$ cat config.mk
export PLATFORM = sky130hd
export DESIGN_NAME = dot_accumulator
export DESIGN_NICKNAME = d
export VERILOG_FILES = /design/src/rtl/dot_accumulator.sv
export SDC_FILE = /design/constraint.sdc
export NUM_CORES = 1
export LEC_CHECK = 0
export ABC_CLOCK_PERIOD_IN_PS = 3100
export CAP_MARGIN = 20
export CORE_ASPECT_RATIO = 1.5
export CORE_MARGIN = 2
export CORE_UTILIZATION = 57
export DETAILED_ROUTE_END_ITERATION = 7
export PLACE_DENSITY = 0.85
export SYNTH_ARGS = -nofsm -noshare
export SYNTH_HDL_FRONTEND = slang
export SYNTH_SLANG_ARGS = --single-unit
$ cat constraint.sdc
create_clock -name Clock -period 3.1 [get_ports Clock]
set_clock_uncertainty 0.2 [all_clocks]
set_input_delay 0.465 -clock Clock [delete_from_list [all_inputs] [get_ports Clock]]
set_output_delay 0.465 -clock Clock [all_outputs]
set_load 0.005 [all_outputs]
$ cat src/rtl/dot_accumulator.sv
// Accumulates NUM_CHUNKS unsigned partial sums per dot product into a 2-entry result FIFO.
// Define DOT_ACC_SAT_EN to saturate the pushed result instead of wrapping it modulo 2^OUT_W.
module dot_accumulator #(
  parameter int NUM_CHUNKS = 4,
  parameter int IN_W       = 34,
  parameter int OUT_W      = 36
) (
  input  logic             Clock,
  input  logic             Reset_n,
  input  logic             Clear,
  input  logic             in_valid,
  input  logic [IN_W-1:0]  in_sum,
  output logic             in_ready,
  output logic             out_valid,
  output logic [OUT_W-1:0] out_sum,
  input  logic             out_ready,
  output logic             busy,
  output logic [7:0]       chunk_cnt
);

  localparam int SUM_W  = ((OUT_W > IN_W) ? OUT_W : IN_W) + 1;
  localparam int GROW_W = IN_W + $clog2(NUM_CHUNKS) + 1;
  localparam int ACC_W  = (SUM_W > GROW_W) ? SUM_W : GROW_W;
  localparam logic [7:0] LAST_CNT = 8'(NUM_CHUNKS - 1);

  typedef enum logic [0:0] {
    IDLE  = 1'b0,
    ACCUM = 1'b1
  } state_t;

  state_t            state_q, state_d;
  logic [7:0]        cnt_q, cnt_d;
  logic [ACC_W-1:0]  acc_q, acc_d;
  logic [ACC_W-1:0]  in_ext_s, sum_s;
  logic [OUT_W-1:0]  buf0_q, buf0_d, buf1_q, buf1_d;
  logic              rd_ptr_q, rd_ptr_d, wr_ptr_q, wr_ptr_d;
  logic [1:0]        count_q, count_d;
  logic              accept_s, final_s, push_s, pop_s;
  logic [OUT_W-1:0]  result_s;

  // The accumulator never overflows, so only the pushed value needs fitting to OUT_W.
  function automatic logic [OUT_W-1:0] fit_result(input logic [ACC_W-1:0] v);
`ifdef DOT_ACC_SAT_EN
    if (|v[ACC_W-1:OUT_W]) begin
      fit_result = {OUT_W{1'b1}};
    end else begin
      fit_result = v[OUT_W-1:0];
    end
`else
    fit_result = v[OUT_W-1:0];
`endif
  endfunction

  // Handshake and datapath terms; in_ready depends on registered state only.
  always_comb begin
    in_ready  = (cnt_q != LAST_CNT) || (count_q != 2'd2);
    out_valid = (count_q != 2'd0);
    accept_s  = in_valid && in_ready;
    final_s   = (state_q == ACCUM) && (cnt_q == LAST_CNT);
    push_s    = accept_s && final_s && !Clear;
    pop_s     = out_valid && out_ready;
    in_ext_s  = {{(ACC_W-IN_W){1'b0}}, in_sum};
    sum_s     = acc_q + in_ext_s;
    result_s  = fit_result(sum_s);
    busy      = (state_q == ACCUM);
    chunk_cnt = cnt_q;
    if (out_valid) begin
      out_sum = rd_ptr_q ? buf1_q : buf0_q;
    end else begin
      out_sum = {OUT_W{1'b0}};
    end
  end

  // Accumulation FSM next state; Clear overrides a coincident accept.
  always_comb begin
    state_d = state_q;
    cnt_d   = cnt_q;
    acc_d   = acc_q;
    if (Clear) begin
      state_d = IDLE;
      cnt_d   = 8'd0;
      acc_d   = {ACC_W{1'b0}};
    end else if (accept_s) begin
      case (state_q)
        IDLE: begin
          acc_d   = in_ext_s;
          cnt_d   = 8'd1;
          state_d = ACCUM;
        end
        ACCUM: begin
          if (final_s) begin
            acc_d   = {ACC_W{1'b0}};
            cnt_d   = 8'd0;
            state_d = IDLE;
          end else begin
            acc_d   = sum_s;
            cnt_d   = cnt_q + 8'd1;
            state_d = ACCUM;
          end
        end
        default: begin
          acc_d   = {ACC_W{1'b0}};
          cnt_d   = 8'd0;
          state_d = IDLE;
        end
      endcase
    end else begin
      state_d = state_q;
    end
  end

  // Result FIFO next state; simultaneous push and pop leave the count unchanged.
  always_comb begin
    buf0_d   = buf0_q;
    buf1_d   = buf1_q;
    wr_ptr_d = wr_ptr_q;
    rd_ptr_d = rd_ptr_q;
    count_d  = count_q;
    if (push_s) begin
      if (wr_ptr_q) begin
        buf1_d = result_s;
      end else begin
        buf0_d = result_s;
      end
      wr_ptr_d = ~wr_ptr_q;
    end else begin
      wr_ptr_d = wr_ptr_q;
    end
    if (pop_s) begin
      rd_ptr_d = ~rd_ptr_q;
    end else begin
      rd_ptr_d = rd_ptr_q;
    end
    case ({push_s, pop_s})
      2'b10:   count_d = count_q + 2'd1;
      2'b01:   count_d = count_q - 2'd1;
      default: count_d = count_q;
    endcase
  end

  // State registers with asynchronous reset.
  always_ff @(posedge Clock or negedge Reset_n) begin
    if (!Reset_n) begin
      state_q  <= IDLE;
      cnt_q    <= 8'd0;
      acc_q    <= {ACC_W{1'b0}};
      buf0_q   <= {OUT_W{1'b0}};
      buf1_q   <= {OUT_W{1'b0}};
      wr_ptr_q <= 1'b0;
      rd_ptr_q <= 1'b0;
      count_q  <= 2'd0;
    end else begin
      state_q  <= state_d;
      cnt_q    <= cnt_d;
      acc_q    <= acc_d;
      buf0_q   <= buf0_d;
      buf1_q   <= buf1_d;
      wr_ptr_q <= wr_ptr_d;
      rd_ptr_q <= rd_ptr_d;
      count_q  <= count_d;
    end
  end

endmodule

==> results.sh, run 1 <==
export IMPL_status="completed"
export IMPL_fin_crit_ps=3060
export IMPL_synth_flop_cell="dfrtp_1"
export IMPL_clk_pin_slew_ps=50
export IMPL_io_pins=86
export IMPL_dpl_cell_count=1110
export IMPL_cts_root_buf="clkbuf_16"
export IMPL_crit_fanout=4
export IMPL_dieArea_mm2=0.0138
export IMPL_crit_type="in -> reg"
export IMPL_tightest_slew_ps=764
export IMPL_ys_seq_area_share_pct=41.2
export IMPL_synth_cell_type_count=69
export IMPL_num_rows=50
export IMPL_tns_ps=0
export IMPL_cts_buffers=17
export IMPL_numPortBuffers=85
export IMPL_place_ws_ps=-514
export IMPL_busiest_layer="met2"
export IMPL_dpl_cell_area_mm2=0.00902
export IMPL_grt_overflow=0
export IMPL_ir_drop_mv=0.405
export IMPL_p_leak_nw=4.55
export IMPL_fmax_ghz=0.327
export IMPL_die_x_um=96.7
export IMPL_cp_cell_sequence="clkdlybuf4s50_1, buf_4, ha_1, a21oi_2, nor2_1, o311a_4, o21ai_1, nand3_1, a21boi_2, xor2_1, o21ai_0"
export IMPL_arrival_ps=3120
export IMPL_place_congestion=0.926
export IMPL_drt_initial_drc_count=543
export IMPL_layout_cells_non_filler=1145
export IMPL_cts_sinks=121
export IMPL_hold_viol=0
export IMPL_viasPerCell=6.24
export IMPL_slew_headroom_pct=48.9
export IMPL_hpwl_mm=14.6
export IMPL_coreArea_mm2=0.0125
export IMPL_worstSetupEndpointType="register"
export IMPL_synth_edff_count=0
export IMPL_worst_path_max_delay_cell="clkdlybuf4s50_1"
export IMPL_use_met1_pct=36.5
export IMPL_hold_class="in -> reg"
export IMPL_max_stage_delay_ps=430
export IMPL_worstPathRequired_ps=3160
export IMPL_met2_usage_pct=58.7
export IMPL_drv_cap=0
export IMPL_avgSynthCellArea_um2=9.03
export IMPL_syn_area_mm2=0.00734
export IMPL_cts_buffer_depth=2
export IMPL_async_reset_ff_share_pct=100
export IMPL_final_cell_mix="dfrtp_1, o21ai_0, nand2_1"
export IMPL_setup_slack_ps=42.1
export IMPL_critPathLaunchType="primary input"
export IMPL_final_cell_area_mm2=0.00972
export IMPL_yosys_warnings=0
export IMPL_firstDrtPassIters=6
export IMPL_use_met3_pct=5.87
export IMPL_setup_viol=0
export IMPL_finalCritPeriodShare_pct=98.6
export IMPL_syn_nets=889
export IMPL_syn_inst=813
export IMPL_ant_nets=0
export IMPL_drt_wl_total_mm=22.3
export IMPL_area_delta_synth_final_pct=32.4
export IMPL_synth_seq_cells=121
export IMPL_post_drt_wl_per_cell_um=19.5
export IMPL_layout_nets=1052
export IMPL_layout_drive_gt1_share_pct=17.8
export IMPL_layout_commonest_cell="dfrtp_1"
export IMPL_cts_tree="done"
export IMPL_drc=0
export IMPL_vias=7141
export IMPL_grt_pass1_wl_mm=35.9
export IMPL_htreeDepth=4
export IMPL_powerDensity_mw_per_mm2=546
export IMPL_die_h_um=143
export IMPL_clock_latency_ps=420
export IMPL_grt_max_degree=72
export IMPL_grt_use_total_pct=32.7
export IMPL_antenna_cells=0
export IMPL_antenna_found_initial=0
export IMPL_drv_slew=0
export IMPL_start_util_pct=58.7
export IMPL_hold_ws_ps=144
export IMPL_grt_pass1_vias=7297
## final cells by class
cell class | count | area [µm²]
timing repair buffer | 189 | 1680
clock inverter | 12 | 149
tap | 156 | 195
clock buffer | 20 | 447
inverter | 16 | 60.1
fill | 795 | 2790
sequential | 121 | 3030
multi-input combinational | 631 | 4170
## critical path: cells and delay by family
kind                     cells  cell delay, ps
buffers and inverters        2             590
XOR/XNOR                     1             310
AO/OA/AOI/OAI                5            1170
adder cells (fa/ha/maj)      1             320
AND/OR/NAND/NOR              2             270
## metal layers
layer	share of wire, %	wire length (µm)
met5	0	0
met3	7.3	1630
met4	5.1	1130
met1	35	7890
met2	52	11600
## cell usage after synthesis (11+ instances only)
cell type,count,area share [%]
nor3_1,13,0.89
xor2_1,15,1.8
clkbuf_1,33,1.7
a21oi_1,33,2.2
inv_1,16,0.82
nand2_1,106,5.4
nor2_1,61,3.1
o21ai_0,112,7.6
dfrtp_1,121,41
and3_1,11,0.94
nand3_1,19,1.3
ha_1,36,6.1
buf_2,11,0.75
mux2i_1,41,5.6
xnor2_1,19,2.3
a22oi_1,31,3.2
a21o_1,12,1.2
nand4_1,11,0.94
## flip-flops by register name, summed over array words and instances (netlist names)
register	cells
count_q	2
buf1_q	36
chunk_cnt	8
buf0_q	36
busy	1
acc_q	36
wr_ptr_q	1
rd_ptr_q	1
## what timing repair did
| item | in CTS | in global routing |
|---|---|---|
| endpoints found under the hold margin | 78 | 0 |
| hold buffers | 1 | 0 |
| buffers inserted | 1 | 1 |
| pin swaps | 4 | 8 |
| endpoints found under the setup margin | 14 | 31 |
| gates resized for setup | 5 | 14 |
## where the power goes
part	switching [mW]	internal, mW
clock network	0.736	1.28
logic	0.838	0.664
registers	0.121	1.67
## cell families (layout without fill, tap and decap cells)
logic type | Yosys count | count (layout) | synth area share, %
and+or+nand+nor | 259 | 259 | 16.3
DFF | 121 | 121 | 41.2
adders and majority gates | 37 | 37 | 6.41
buffers and inverters | 61 | 237 | 3.32
xor gates and xnor gates | 34 | 34 | 4.06
AOI/OAI and AO/OA | 253 | 253 | 22.1
muxes | 48 | 48 | 6.66
## stage by stage
step           util, %  power, mW
2_1_floorplan        -       2.63
3_3_place_gp      72.1       3.19
3_5_place_dp      72.1       3.22
4_1_cts           77.2       5.26
5_1_grt           77.7       5.51
6_report          77.7       5.30
## final timing paths
kind	slack, ps	end	from	cells after the start
min in group asynchronous	210	buf0_q[20]	Reset_n	2
max in group asynchronous	1670	rd_ptr_q	Reset_n	3
hold / removal	140	acc_q[0]	in_sum[0]	3
hold reg to reg	280	buf1_q[2]	buf1_q[2]	2
setup reg to reg	100	buf0_q[30]	acc_q[0]	12
setup / recovery	40	buf0_q[31]	in_sum[1]	11
Power figures use the tool's default switching activity.
==> run 2: changes to the inputs <==
--- a/config.mk
+++ b/config.mk
@@ -8,10 +8,10 @@
 export ABC_CLOCK_PERIOD_IN_PS = 3100
 export CAP_MARGIN = 20
 export CORE_ASPECT_RATIO = 1.5
-export CORE_MARGIN = 2
 export CORE_UTILIZATION = 57
 export DETAILED_ROUTE_END_ITERATION = 7
 export PLACE_DENSITY = 0.85
+export SLEW_MARGIN = 20
 export SYNTH_ARGS = -nofsm -noshare
 export SYNTH_HDL_FRONTEND = slang
 export SYNTH_SLANG_ARGS = --single-unit
==> run 2 against run 1 <==
  * Worst hold slack gained 120 ps
  * Maximum frequency rose by 2.3%
  * Cell area fell by 0.49%
  * Final cell count is essentially flat
  * Core utilization fell by 0.38 points
  * Die area down 3.4%
  * Sequential cell count did not move
  * Global-route usage grew 0.37 points
  * Clock power is essentially flat
  * Setup slack improved by 70 ps
  * Via count is 2.2% lower
  * Count of clock-buffer cells in the layout rose by 3
  * Critical path type unchanged
  * Critical endpoint is now acc_q[30]
  * Highest routed layer unchanged
==> results.sh, run 2 (synthesis gave the netlist of run 1 again) <==
export IMPL_status="completed"
export IMPL_crit_fanout=4
export IMPL_vias=6981
export IMPL_worstPathRequired_ps=3190
export IMPL_power_switching_mw=1.62
export IMPL_antenna_cells=0
export IMPL_layout_nets=1052
export IMPL_coreArea_mm2=0.0125
export IMPL_antenna_found_initial=0
export IMPL_numPortBuffers=85
export IMPL_cp_buffers_inverters=2
export IMPL_tns_ps=0
export IMPL_grt_pass1_wl_mm=34.3
export IMPL_seqPwrFrac_pct=33.2
export IMPL_ir_drop_mv=0.375
export IMPL_reg_top3="acc_q (36), buf0_q (36), buf1_q (36)"
export IMPL_comb_power_share_pct=28.4
export IMPL_finish_utilization_pct=77.3
export IMPL_ant_nets=0
export IMPL_setup_viol=0
export IMPL_fmax_ghz=0.335
export IMPL_drv_slew=0
export IMPL_cp_depth=11
export IMPL_hold_ws_ps=266
export IMPL_layout_commonest_cell="dfrtp_1"
export IMPL_p_clk_share_pct=38.4
export IMPL_grt_overflow=0
export IMPL_cts_root_buf="clkbuf_16"
export IMPL_dpl_cell_area_mm2=0.00902
export IMPL_finalCritPeriodShare_pct=96.4
export IMPL_timing_critical_path_to="acc_q[30]"
export IMPL_r2r_start="acc_q[0]"
export IMPL_clock_latency_ps=420
export IMPL_slew_headroom_pct=24.4
export IMPL_p_leak_nw=4.56
export IMPL_drc=0
export IMPL_hold_class="in -> reg"
export IMPL_drt_initial_drc_count=492
export IMPL_cp_top_family="simple AND/OR/NAND/NOR gates"
export IMPL_cp_startpoint="in_sum[9]"
export IMPL_drt_wl_total_mm=20.7
export IMPL_die_x_um=94.7
export IMPL_grt_use_total_pct=33.1
export IMPL_cp_cell_sequence="clkdlybuf4s50_1, ha_1, a21o_1, a21oi_1, a21boi_1, nor3_2, o31ai_4, buf_4, or4_1, nand3_2, o21ai_2"
export IMPL_io_pins=86
export IMPL_final_cell_area_mm2=0.00968
export IMPL_crit_type="in -> reg"
export IMPL_regArea_mm2=0.00303
export IMPL_tightest_slew_ps=1130
export IMPL_max_stage_delay_ps=520
export IMPL_die_h_um=141
export IMPL_place_congestion=0.942
export IMPL_grt_max_degree=43
export IMPL_hpwl_mm=14.8
export IMPL_crit_reg2reg_capture="acc_q[30]"
export IMPL_num_rows=50
export IMPL_firstDrtPassIters=5
export IMPL_ff2ff_path_depth=12
export IMPL_area_delta_synth_final_pct=31.8
export IMPL_cts_buffer_depth=2
export IMPL_layout_drive_gt1_share_pct=17.2
export IMPL_viasPerCell=6.10
export IMPL_hold_viol=0
export IMPL_rsz0062_at_grt="false"
export IMPL_drv_cap=0
export IMPL_worst_path_max_delay_cell="or4_1"
export IMPL_powerDensity_mw_per_mm2=548
export IMPL_layout_cells_non_filler=1144
export IMPL_cts_buffers=17
export IMPL_critPathLaunchType="primary input"
export IMPL_htreeDepth=4
export IMPL_swShare_pct=30.5
export IMPL_final_cell_mix="dfrtp_1, o21ai_0, nand2_1"
export IMPL_cts_sinks=121
export IMPL_dpl_cell_count=1108
export IMPL_clk_pin_slew_ps=50
export IMPL_fin_crit_ps=2990
export IMPL_cts_tree="done"
export IMPL_worstSetupEndpointType="register"
export IMPL_grt_pass1_vias=7237
export IMPL_start_util_pct=58.7
export IMPL_multiInputGateArea_mm2=0.00411
export IMPL_dieArea_mm2=0.0133
export IMPL_intPower_mw=3.68
export IMPL_post_drt_wl_per_cell_um=18.1
export IMPL_reg2reg_slack_ps=140
export IMPL_fillers=842
export IMPL_arrival_ps=3080
==> run 2: cell type report <==
class	count	share of cell area, %
inverter	16	0.621
sequential	121	31.3
clock inverter	8	1.22
multi-input combinational	631	42.4
timing repair buffer	189	17.4
tap	156	2.02
clock buffer	23	5.04
==> run 2: power groups by stage <==
stage / combinational (mW) / sequential, mW / clock, mW
after global routing: 1.62 / 1.77 / 2.12
after floorplan: 0.891 / 1.74 / 0
after CTS: 1.49 / 1.76 / 2.05
after detailed placement: 1.46 / 1.79 / 0
final: 1.50 / 1.76 / 2.04
after global placement: 1.43 / 1.78 / 0
==> run 2: timing repair <==
| action | CTS | global route |
|---|---|---|
| pin swaps | 8 | 8 |
| gates cloned | 0 | 0 |
| gates resized for setup | 5 | 4 |
| hold endpoints to repair | 38 | 0 |
| setup buffers | 4 | 0 |
| endpoints found under the setup margin | 12 | 19 |
| hold buffers | 1 | 0 |
==> run 2: metal layers <==
layer / global-route usage [%] / vias up / part of all wire (%)
li1: - / 3266 / -
met2: 58.9 / 279 / 54
met3: 6.36 / 85 / 4.8
met1: 36.8 / 3351 / 38
met4: 16.4 / 0 / 3.9
met5: 0 / - / 0
==> run 2: worst min-delay path by stage <==
stage	start	to	slack [ps]	cells after the start
floorplan	Reset_n	acc_q[0]	-30	0
global placement	buf1_q[7]	buf1_q[7]	260	2
detailed placement	buf0_q[4]	buf0_q[4]	270	2
CTS	in_sum[0]	acc_q[0]	260	3
global route	in_sum[0]	acc_q[0]	290	3
finish	in_sum[0]	acc_q[0]	270	3
==> run 2: per-stage QoR <==
step / worst slack [ps] / power (mW)
2_1_floorplan: 306 / 2.63
3_3_place_gp: -479 / 3.21
3_5_place_dp: -534 / 3.25
4_1_cts: 63.3 / 5.29
5_1_grt: 11.5 / 5.52
6_report: 112 / 5.30
==> run 2: worst min-delay path, stage by stage <==
cell           delay [ps]
dlygate4sd2_1         230
a222oi_1               90
inv_1                  60
==> run 3: changes to the inputs <==
--- a/config.mk
+++ b/config.mk
@@ -8,6 +8,7 @@
 export ABC_CLOCK_PERIOD_IN_PS = 3100
 export CAP_MARGIN = 20
 export CORE_ASPECT_RATIO = 1.5
+export CORE_MARGIN = 4
 export CORE_UTILIZATION = 57
 export DETAILED_ROUTE_END_ITERATION = 7
 export PLACE_DENSITY = 0.85
==> run 3 against run 2 <==
  * The run now ends with design-rule violations left
  * Wire length increased by 8.4%
  * Core utilization up 0.93 points
  * Count of clock-buffer cells in the layout decreased by 1
  * Clock power is 2% higher
  * Worst hold slack got worse by 20 ps
  * Global-route usage fell by 3.2 points
  * Combinational power grew 4%
  * Critical endpoint is now buf1_q[10]
==> results.sh, run 3 (synthesis gave the netlist of run 1 again) <==
export IMPL_layout_commonest_cell="dfrtp_1"
export IMPL_grt_overflow=0
export IMPL_dpl_cell_area_mm2=0.00901
export IMPL_hold_class="in -> reg"
export IMPL_crit_reg2reg_capture="buf1_q[10]"
export IMPL_cts_buffer_depth=2
export IMPL_place_congestion=0.946
export IMPL_worstSetupEndpointType="register"
export IMPL_cts_sinks=121
export IMPL_wl_met2_mm=11.6
export IMPL_layout_drive_gt1_share_pct=19.1
export IMPL_critPathLaunchType="register"
export IMPL_start_util_pct=58.4
export IMPL_r2r_start="acc_q[0]"
export IMPL_timing_critical_path_to="buf1_q[10]"
export IMPL_hpwl_mm=14.7
export IMPL_finish_utilization_pct=78.3
export IMPL_num_rows=50
export IMPL_worstPathRequired_ps=3170
export IMPL_viasPerCell=6.28
export IMPL_drt_initial_drc_count=545
export IMPL_cp_startpoint="acc_q[0]"
export IMPL_hold_ws_ps=246
export IMPL_coreArea_mm2=0.0126
export IMPL_cts_root_buf="clkbuf_16"
export IMPL_dieArea_mm2=0.0148
export IMPL_grt_pass1_vias=7253
export IMPL_crit_fanout=3
export IMPL_maxUsedRoutingLayer="met4"
export IMPL_die_h_um=147
export IMPL_io_pins=86
export IMPL_ff2ff_path_depth=13
export IMPL_drc=1
export IMPL_antenna_cells=0
export IMPL_fin_crit_ps=3070
export IMPL_holdCritStartpoint="in_sum[0]"
export IMPL_setup_viol=0
export IMPL_drv_slew=0
export IMPL_numPortBuffers=85
export IMPL_vias=7225
export IMPL_firstDrtPassIters=8
export IMPL_clock_latency_ps=420
export IMPL_fmax_ghz=0.325
export IMPL_antenna_found_initial=0
export IMPL_tns_ps=0
export IMPL_p_leak_nw=4.60
export IMPL_ir_drop_mv=0.390
export IMPL_post_drt_wl_per_cell_um=19.5
export IMPL_ant_nets=0
export IMPL_hold_viol=0
export IMPL_crit_type="reg -> reg"
export IMPL_finalCritPeriodShare_pct=99.2
export IMPL_grt_use_total_pct=29.9
export IMPL_cts_buffers=17
export IMPL_arrival_ps=3140
export IMPL_drt_wl_total_mm=22.4
export IMPL_powerDensity_mw_per_mm2=549
export IMPL_violations="design-rule violations"
export IMPL_cts_tree="done"
export IMPL_wl_met3_mm=1.43
export IMPL_status="finished with violations"
export IMPL_htreeDepth=4
export IMPL_slew_headroom_pct=44.2
export IMPL_layout_nets=1058
export IMPL_reg2reg_slack_ps=30
export IMPL_reg_top3="acc_q (36), buf0_q (36), buf1_q (36)"
export IMPL_final_cell_area_mm2=0.00984
export IMPL_tightest_slew_ps=835
export IMPL_drv_cap=0
export IMPL_grt_max_degree=122
export IMPL_die_x_um=101
export IMPL_rsz0062_at_grt="true"
export IMPL_clk_pin_slew_ps=60
export IMPL_wl_met1_mm=8.17
export IMPL_grt_pass1_wl_mm=35.3
export IMPL_final_cell_mix="dfrtp_1, buf_4, nand2_1"
export IMPL_area_delta_synth_final_pct=34.0
[run 3: final cells by class]
class	instances	area, µm²
flip-flops and latches	121	3030
fillers	789	2730
multi-input cells	631	4220
well taps	156	195
inverters	16	60.1
clock buffers	22	484
clock inverters	10	141
repair buffers	195	1720
[run 3: worst max-delay path, stage by stage (launching register included)]
cell and delay [ps]:
dfrtp_1 390, ha_2 200, inv_2 60, fa_2 190, and2b_2 250, o2111ai_4 240
buf_4 150, buf_4 90, nand2_1 100, a31oi_2 260, o21bai_1 130, a21oi_2 200
xor2_2 300, o21ai_0 170
[run 3: through the flow]
stage               std cells  total power, mW  setup slack [ps]
floorplan                 813             2.63               306
global placement         1109             3.19              -487
detailed placement       1109             3.22              -509
CTS                      1145             5.32              11.1
global route             1151             5.60              -235
finish                   1151             5.40              25.5
[run 3: worst min-delay path by stage]
stage	endpoint	depth (start not counted)	slack, ps
after floorplan	acc_q[0]	0	-30
after global placement	buf0_q[35]	2	260
after detailed placement	buf1_q[35]	2	270
after CTS	acc_q[0]	3	250
after global routing	acc_q[0]	3	280
final	acc_q[0]	3	250
[run 3: routing by layer]
layer  vias to the layer above  GRT usage [%]
li1                       3280              -
met1                      3465           33.5
met2                       354           52.1
met3                       126           5.84
met4                         0           16.5
met5                         -              0
[run 3: where the power goes]
part / switching, mW / leakage (nW) / internal, mW / total, mW
clock network: 0.746 / 0.291 / 1.35 / 2.09
logic: 0.883 / 2.65 / 0.681 / 1.56
registers: 0.0750 / 1.66 / 1.67 / 1.74
total: 1.70 / 4.60 / 3.70 / 5.40
[run 3: what timing repair did]
item | CTS | global route
setup buffers | 3 | 6
endpoints found under the hold margin | 85 | 0
pin swaps | 7 | 10
cloned | 0 | 0
setup endpoints to repair | 17 | 32
gates resized for setup | 5 | 27
hold buffers | 1 | 0
